`src/rtl/cpu_program_counter.sv`:
```
// cpu_program_counter
// 16-bit 6502 program counter (PCH:PCL) for the Famicom CPU core.
// Each byte selects either its address bus (ADL/ADH) or its own current
// value; the combined 16-bit value is then optionally incremented by one.
// Optional feature macro: PC_PH2_GATE_EN. When defined, the register only
// updates on edges where clk_ph2_enable is high; reset still acts on every edge.
module cpu_program_counter #(
  parameter logic [15:0] RESET_PC = 16'h0000
) (
  input  logic       sys_clock,
  input  logic       reset,
  input  logic       clk_ph2_enable,
  input  logic [7:0] ADL_in,
  input  logic [7:0] ADH_in,
  input  logic       INC_en,
  input  logic       PCL_in_enable,
  input  logic       PCH_in_enable,
  input  logic       ADL_in_en,
  input  logic       ADH_in_en,
  output logic [7:0] PCL_out,
  output logic [7:0] PCH_out
);

  logic [15:0]      pc_reg;
  logic [15:0]      pc_next;
  logic [1:0][7:0]  ad_bus;
  logic [1:0]       ad_en;
  logic [1:0][7:0]  src_byte;
  logic             update_en;

  // Explicit-hold selects behave the same as the default (all selects low),
  // so they carry no logic; the bus enables always take priority over them.
  logic unused_hold_sel;
  assign unused_hold_sel = &{1'b0, PCL_in_enable, PCH_in_enable};

  assign ad_bus = {ADH_in, ADL_in};
  assign ad_en  = {ADH_in_en, ADL_in_en};

  // Per-byte source mux: index 0 is the low byte (PCL), 1 is the high byte (PCH).
  genvar gi;
  generate
    for (gi = 0; gi < 2; gi++) begin : g_src
      assign src_byte[gi] = ad_en[gi] ? ad_bus[gi] : pc_reg[gi*8 +: 8];
    end
  endgenerate

`ifdef PC_PH2_GATE_EN
  assign update_en = clk_ph2_enable;
`else
  logic unused_ph2;
  assign unused_ph2 = clk_ph2_enable;
  assign update_en  = 1'b1;
`endif

  // Load first, then increment; the 16-bit add wraps FFFF -> 0000 with no carry out.
  always_comb begin
    pc_next = src_byte + {15'd0, INC_en};
  end

  // PC register: reset wins over everything, including the phase-2 gate.
  always_ff @(posedge sys_clock) begin
    if (reset) begin
      pc_reg <= RESET_PC;
    end else if (update_en) begin
      pc_reg <= pc_next;
    end
  end

  assign PCL_out = pc_reg[7:0];
  assign PCH_out = pc_reg[15:8];

endmodule

```
`config.mk`:
```
export PLATFORM = sky130hd
export DESIGN_NAME = cpu_program_counter
export DESIGN_NICKNAME = d
export VERILOG_FILES = /design/src/rtl/cpu_program_counter.sv
export SDC_FILE = /design/constraint.sdc
export NUM_CORES = 1
export LEC_CHECK = 0
export CAP_MARGIN = 20
export CORE_MARGIN = 2
export CORE_UTILIZATION = 48
export CTS_CLUSTER_DIAMETER = 80
export DETAILED_ROUTE_END_ITERATION = 12
export PLACE_DENSITY = 0.9
export SLEW_MARGIN = 40
export SYNTH_ARGS = -nofsm -noshare
export SYNTH_HDL_FRONTEND = slang
export SYNTH_SLANG_ARGS = --single-unit
```
`constraint.sdc`:
```
create_clock -name sys_clock -period 3.8 [get_ports sys_clock]
set_clock_uncertainty 0.15 [all_clocks]
set_input_delay 1.14 -clock sys_clock [delete_from_list [all_inputs] [get_ports sys_clock]]
set_output_delay 1.14 -clock sys_clock [all_outputs]
set_load 0.1 [all_outputs]
```
==> metrics.cfg, run 1 <==
[global_route]
grt.overflow.total=0
grt_max_degree=20
grt_pass1_wl_um=4360
grt_pass1_vias=1037
grtUsageTotal=0.210
antenna_found_initial=0

[clock_tree]
cts_setup_buffers=0
cts-root-buf=clkbuf_4
cts.path.max_buffers=2
postCtsResizedCells=0
worstSkewPairLatency_ps=300
cts_tree=built
clkTransAtPathRegs_ps=100
cts_made_buffers=3
holdBufCountCts=0
clock-sinks=16
htreeDepth=1

[layout]
nNetsFinal=185
finish.instance_area_um2=1520
final_cell_mix=20 x clkdlybuf4s50_1, 19 x buf_4, 16 x dfxtp_1, 13 x mux2i_1, 9 x nand3_1
finish.utilization=0.674
diodes=0
drive_above_1_share=0.236
fillers=200
fin_cells=185
largest_reg_flops=16
area_growth_pct=30.3
final_common_cell=clkdlybuf4s50_1

[placement]
port_buffers=36
dp.final_hpwl_um=2110
preCtsSetupSlack_ps=234
place_area_um2=1480
place_inst=181
gp_congestion=0.871

[setup_path]
path_buf_inv=1
reg2reg_slack_ps=1680
critPathLaunch=ADL_in_en
regToRegStartpoint=pc_reg[0]
critical_path_required_ps=3820
crit_family=compound AO/OA/AOI/OAI gates
crit_chain=clkdlybuf4s50_1 > mux2_2 > ha_1 > ha_1 > nand4b_1 > a22oi_1 > a31o_2 > a21oi_1
cp-start-kind=primary input
path_max_fanout=5
critPathSlowestCell=clkdlybuf4s50_1
cp.depth=8
path_common_cell=ha_1
crit_type=in -> reg
cpPeakStageDelay_ps=520
cp-end-kind=register
crit_arrival_ps=3290
timing.rr.end=pc_reg[12]
critPathCapture=pc_reg[12]
r2r_cells=7

[die]
die_x_um=53.3
rows=17
boundaryPins=40
die_h_um=53.3
die-area_um2=2840
core_area_um2=2250
start_util=0.517

[synth]
syn_nets=147
synth_cell_type_count=39
ys_warn_count=0
synthTopCellsByArea=dfxtp_1 27%, mux2i_1 11%, mux2_2 4.8%, nand3_1 3.9%, nand3b_4 3.4%
syn_area_um2=1170
synth_seq_cells=16
netlist_instances=120
avgSynthCellArea_um2=9.72
synth.yosys.seq_area_share=0.275
yosysTopAreaCellShare=0.275
yosys.area.top_type=dfxtp_1
synth-edff-count=0
synthArstFlopShare=0
synth-main-ff-cell=dfxtp_1

[power_and_ir_drop]
pwr-share-seq=0.383
p_comb_frac=0.381
sw_frac_of_total=0.398
leakage_nw=0.666
p_int_mw=0.301
p_clk_frac=0.236
ir_worst_vdd_uv=294
p_total_mw=0.499
p_sw_mw=0.199
pwr_density_cell_nw_per_um2=329

[sta]
setup_violations=0
slew_headroom=0.548
hold_viol=0
hold_ws_ps=477
worst_pin_slew_ps=675
rsz0062_at_grt=false
drv_slew=0
fin_tns_setup_ps=0
min_period_ps=3280
max_freq_ghz=0.305
setup_ws_ps=524
post-route-period-util=0.862

[worst_hold_path]
min_from=pc_reg[13]
hold_path_depth=3
hp-class=reg -> reg

[routing]
totalWireLength_um=2730
vias_per_cell=5.84
num_vias=1081
routedWlPerCell_um=14.8
drtIter0Drc=26
drt_pass1_iterations=4
drc=0
ant_nets=0

[status]
status=completed

[run]
timing.max_cap.violations=0

==> tightest hold or removal path, stage by stage, from the launching register on <==
cell and delay (ps):
dfxtp_1 370, mux2i_1 90, nand2b_1 70, mux2i_1 60
==> cell families (layout without fill, tap and decap cells) <==
family / after synthesis / after routing / synth area share
multiplexers: 19 / 19 / 0.170
AO/OA/AOI/OAI: 23 / 23 / 0.147
buffers and inverters: 6 / 43 / 0.0526
AND/OR/NAND/NOR: 49 / 49 / 0.294
flip-flops: 16 / 16 / 0.275
adder cells (fa/ha/maj): 3 / 3 / 0.0322
XOR/XNOR: 4 / 4 / 0.0300
==> layout make-up <==
cell class / instances / area, um^2 / share of cell area
Timing Repair Buffer: 39 / 343 / 0.226
Tap cell: 28 / 35.0 / 0.0231
Clock buffer: 4 / 36.3 / 0.0239
Sequential cell: 16 / 320 / 0.211
Multi-Input combinational cell: 98 / 785 / 0.516
==> power by group through the flow <==
stage                     logic (mW)  registers (mW)  clock network, mW
after global placement         0.186           0.195                  0
after detailed placement       0.189           0.195                  0
after global routing           0.199           0.193              0.128
after floorplan               0.0566           0.277                  0
final                          0.190           0.191              0.118
after CTS                      0.190           0.191              0.119
==> worst min-delay path by stage <==
stage                      end  slack (ps)
global route        pc_reg[13]         540
finish              pc_reg[13]         480
CTS                 pc_reg[13]         490
floorplan           pc_reg[12]         930
global placement    pc_reg[13]         440
detailed placement  pc_reg[15]         470
==> routing by layer <==
metal  wire, um  vias up  global-route usage  part of all wire
met4         14        0              0.0769            0.0051
met3        149        2              0.0565             0.054
met1       1130      516               0.241              0.41
met2       1440       32               0.366              0.53
met5          0        -                   0                 0
li1           -      531                   -                 -
==> cells in the mapped netlist (4+ instances only) <==
library cell   n
nand2_1        5
mux2_2         5
nand3_1        9
nor2_1         6
dfxtp_1       16
a21oi_1        4
nand4_1        5
nor2b_1        5
nand3b_1       4
mux2i_1       13
Power figures use the tool's default switching activity.
==> inputs of run 2 (changes only) <==
--- a/config.mk
+++ b/config.mk
@@ -6,11 +6,11 @@
 export NUM_CORES = 1
 export LEC_CHECK = 0
 export CAP_MARGIN = 20
-export CORE_MARGIN = 2
 export CORE_UTILIZATION = 48
 export CTS_CLUSTER_DIAMETER = 80
 export DETAILED_ROUTE_END_ITERATION = 12
 export PLACE_DENSITY = 0.9
+export RECOVER_POWER = 100
 export SLEW_MARGIN = 40
 export SYNTH_ARGS = -nofsm -noshare
 export SYNTH_HDL_FRONTEND = slang
==> run 2 against run 1 <==
Effect of this change:
- hold slack improved by 7.1 ps
- global-route usage rose by 0.63 points
- maximum frequency fell by 3.5%
- flip-flop and latch count did not move
- critical endpoint unchanged
- register-to-register slack got worse by 30 ps
- final area fell by 4.0%
- first-iteration DRC count rose by 110%
- power fell by 2.2%
- die area fell by 7.4%
- critical path type unchanged
- wire length fell by 0.18%
- utilization fell by 2.7 points
==> metrics.cfg, run 2 (same netlist as run 1, synthesis figures left out) <==
[status]
status=completed

[power_and_ir_drop]
p_int_mw=0.290
p_clk_frac=0.240
p_sw_mw=0.198
leakage_nw=0.602
p_comb_frac=0.368
sw_frac_of_total=0.406
pwr_density_cell_nw_per_um2=335
pwr-share-seq=0.393
ir_worst_vdd_uv=230

[placement]
gp_congestion=0.849
place_area_um2=1480
port_buffers=36
preCtsSetupSlack_ps=220
dp.final_hpwl_um=2100
place_inst=181

[clock_tree]
cts_made_buffers=3
holdBufCountCts=0
clock-sinks=16
cts-root-buf=clkbuf_4
postCtsResizedCells=0
cts_setup_buffers=0
htreeDepth=1
cts_tree=built
worstSkewPairLatency_ps=300
clkTransAtPathRegs_ps=90
cts.path.max_buffers=2

[layout]
finish.instance_area_um2=1460
fin_cells=185
fillers=215
drive_above_1_share=0.121
final_common_cell=clkdlybuf4s50_1
multi_input_area_um2=785
nNetsFinal=185
diodes=0
final_cell_mix=19 x clkdlybuf4s50_1, 16 x dfxtp_1, 16 x clkbuf_1, 13 x mux2i_1, 9 x nand3_1
register_area_um2=320
area_growth_pct=25.1
largest_reg_flops=16

[setup_path]
crit_type=in -> reg
crit_family=compound AO/OA/AOI/OAI gates
path_max_fanout=6
path_common_cell=ha_1
critical_path_required_ps=3800
cp-end-kind=register
critPathSlowestCell=dlygate4sd3_1
path_buf_inv=1
crit_arrival_ps=3400
crit_chain=dlygate4sd3_1 > mux2_1 > ha_1 > ha_1 > nand4b_1 > a22oi_1 > a31o_2 > a21oi_1
cp-start-kind=primary input
cpPeakStageDelay_ps=630

[sta]
slew_headroom=0.220
setup_ws_ps=405
drv_slew=0
min_period_ps=3390
post-route-period-util=0.893
worst_pin_slew_ps=1180
fin_tns_setup_ps=0
max_freq_ghz=0.295
hold_viol=0
rsz0062_at_grt=false
setup_violations=0

[global_route]
grt.overflow.total=0
grt_max_degree=20
grt_pass1_vias=927
grt_pass1_wl_um=4200
antenna_found_initial=0
grtUsageTotal=0.216

[routing]
drtIter0Drc=55
drt_pass1_iterations=4
num_vias=1100
totalWireLength_um=2730
routedWlPerCell_um=14.8
vias_per_cell=5.95
ant_nets=0
drc=0

[die]
die-area_um2=2630
boundaryPins=40
die_h_um=51.3
rows=17
core_area_um2=2250
start_util=0.517
die_x_um=51.3

[run]
timing.max_cap.violations=0

[worst_hold_path]
hp-class=reg -> reg

[run 2: changes by cell type in the layout (fill, tap and decap cells not counted), sizes merged]
cell	previous run	this run
buf	19	3
clkbuf	4	20
clkdlybuf4s50	20	19
dlygate4sd3	0	1
[run 2: power groups by stage]
| stage | Sequential (mW) | Combinational (mW) | Clock, mW |
|---|---|---|---|
| 2_1_floorplan | 0.277 | 0.0566 | 0 |
| 6_report | 0.192 | 0.180 | 0.117 |
| 3_5_place_dp | 0.196 | 0.189 | 0 |
| 4_1_cts | 0.192 | 0.190 | 0.117 |
| 5_1_grt | 0.193 | 0.188 | 0.125 |
| 3_3_place_gp | 0.195 | 0.186 | 0 |
[run 2: area by class of cell]
| type | instances | share of cell area |
|---|---|---|
| Tap cell | 28 | 0.0240 |
| Multi-Input combinational cell | 98 | 0.538 |
| Sequential cell | 16 | 0.220 |
| Clock buffer | 4 | 0.0249 |
| Timing Repair Buffer | 39 | 0.194 |
[run 2: worst min-delay path, delay by kind of cell (launching register included)]
kind	cells	cell delay, ps
flops	1	370
simple gates	1	70
mux	2	160
[run 2: final timing paths]
path,start,to,slack [ps],cells after the start
min reg2reg,pc_reg[13],pc_reg[13],480,3
max,ADL_in_en,pc_reg[12],410,8
max reg2reg,pc_reg[0],pc_reg[12],1650,7
min,pc_reg[13],pc_reg[13],480,3
[run 2: routing by layer]
metal / share of wire / GRT usage
met1: 0.43 / 0.276
met2: 0.48 / 0.333
met3: 0.064 / 0.0446
met4: 0.025 / 0.126
met5: 0 / 0
[run 2: metrics by stage]
| stage | utilization | hold slack, ps | total power [mW] |
|---|---|---|---|
| CTS | 0.674 | 496 | 0.499 |
| global placement | 0.658 | 441 | 0.381 |
| global route | 0.647 | 550 | 0.506 |
| detailed placement | 0.658 | 469 | 0.385 |
| floorplan | - | 932 | 0.334 |
| finish | 0.647 | 484 | 0.488 |
==> inputs of run 3 (changes only) <==
--- a/config.mk
+++ b/config.mk
@@ -6,10 +6,11 @@
 export NUM_CORES = 1
 export LEC_CHECK = 0
 export CAP_MARGIN = 20
-export CORE_UTILIZATION = 48
+export CORE_UTILIZATION = 47
+export CTS_BUF_LIST = sky130_fd_sc_hd__clkbuf_4 sky130_fd_sc_hd__clkbuf_8
 export CTS_CLUSTER_DIAMETER = 80
 export DETAILED_ROUTE_END_ITERATION = 12
-export PLACE_DENSITY = 0.9
+export PLACE_DENSITY = 0.88
 export RECOVER_POWER = 100
 export SLEW_MARGIN = 40
 export SYNTH_ARGS = -nofsm -noshare
==> constraint.sdc (replaced) <==
create_clock -name sys_clock -period 3.9 [get_ports sys_clock]
set_clock_uncertainty 0.15 [all_clocks]
set_input_delay 1.17 -clock sys_clock [delete_from_list [all_inputs] [get_ports sys_clock]]
set_output_delay 1.17 -clock sys_clock [all_outputs]
set_load 0.1 [all_outputs]
==> run 3 against run 2 <==
Effect of this change:
- utilization is 1.3 points lower
- count of clock-buffer cells in the layout stayed put
- non-clock buffer count stayed put
- final area is 1.0% lower
- critical path type unchanged
- die area is 2.0% higher
- clock power is 3% lower
- flip-flop and latch count stayed put
- register-to-register slack better by 170 ps
- via count is 2.8% lower
- critical path depth stayed put
- worst setup slack better by 180 ps
==> metrics.cfg, run 3 (same netlist as run 1, synthesis figures left out) <==
[status]
status=completed

[sta]
worst_pin_slew_ps=1170
hold_ws_ps=485
hold_viol=0
setup_ws_ps=583
fin_tns_setup_ps=0
drv_slew=0
min_period_ps=3320
rsz0062_at_grt=false
post-route-period-util=0.851
slew_headroom=0.220
setup_violations=0
max_freq_ghz=0.301

[clock_tree]
cts_tree=built
clock-sinks=16
htreeDepth=1
worstSkewPairLatency_ps=300
cts_made_buffers=3
cts.path.max_buffers=2
cts-root-buf=clkbuf_4
clkTransAtPathRegs_ps=100
postCtsResizedCells=0
cts_setup_buffers=0
holdBufCountCts=0

[setup_path]
cp-start-kind=primary input
path_max_fanout=5
cp-end-kind=register
reg2reg_slack_ps=1820
crit_type=in -> reg
crit_arrival_ps=3330
critical_path_required_ps=3910

[routing]
drtIter0Drc=7
drt_pass1_iterations=4
num_vias=1069
vias_per_cell=5.78
totalWireLength_um=2630
ant_nets=0
drc=0
routedWlPerCell_um=14.2

[layout]
fillers=213
final_cell_mix=19 x clkdlybuf4s50_1, 16 x dfxtp_1, 16 x clkbuf_1, 13 x mux2i_1, 9 x nand3_1
area_growth_pct=23.8
finish.utilization=0.634
diodes=0
drive_above_1_share=0.115
largest_reg_flops=16
nNetsFinal=185
final_common_cell=clkdlybuf4s50_1

[die]
die_h_um=51.8
die-area_um2=2680
rows=17
start_util=0.512
core_area_um2=2280
boundaryPins=40
die_x_um=51.8

[global_route]
grt_max_degree=20
grt_pass1_wl_um=4240
grtUsageTotal=0.215
grt.overflow.total=0
antenna_found_initial=0
grt_pass1_vias=1036

[power_and_ir_drop]
ir_worst_vdd_uv=246
leakage_nw=0.583
pwr_density_cell_nw_per_um2=328
p_total_mw=0.474

[run]
timing.max_cap.violations=0

[placement]
dp.final_hpwl_um=2100
port_buffers=36
preCtsSetupSlack_ps=371
gp_congestion=0.901

[worst_hold_path]
hp-class=reg -> reg

==> run 3: cell counts in the layout (fill, tap and decap cells not counted) <==
No cell type changed its count.
==> run 3: critical path: stages <==
cell,delay (ps)
dlygate4sd3_1,600
mux2_1,250
ha_1,170
ha_1,220
nand4_1,200
a22oi_1,440
a31o_2,220
a21oi_1,50
==> run 3: cell type report <==
type,count,area (um^2),area share
Clock buffer,4,36.3,0.0251
Tap cell,28,35.0,0.0243
Sequential cell,16,320,0.222
Multi-Input combinational cell,98,769,0.533
Timing Repair Buffer,39,283,0.196
==> run 3: metrics by stage <==
step | area [um^2] | std cells
after floorplan | 1170 | 120
after global placement | 1480 | 181
after detailed placement | 1480 | 181
after CTS | 1520 | 185
after global routing | 1440 | 185
final | 1440 | 185
==> run 3: final timing paths <==
check	start	end	depth (start not counted)
setup / recovery	ADL_in_en	pc_reg[12]	8
setup reg to reg	pc_reg[0]	pc_reg[12]	7
hold / removal	pc_reg[13]	pc_reg[13]	3
hold reg to reg	pc_reg[13]	pc_reg[13]	3
==> run 3: per-layer routing <==
metal,track usage,part of all wire,vias up
met4,0.0811,0.0046,0
met5,0,0,-
met3,0.0673,0.055,2
met1,0.236,0.44,504
li1,-,-,534
met2,0.383,0.50,29
==> run 3: where the power goes <==
part           internal (mW)  leakage [nW]  switching [mW]
Sequential             0.175         0.132          0.0119
Clock                 0.0569        0.0210          0.0559
Combinational         0.0507         0.430           0.123
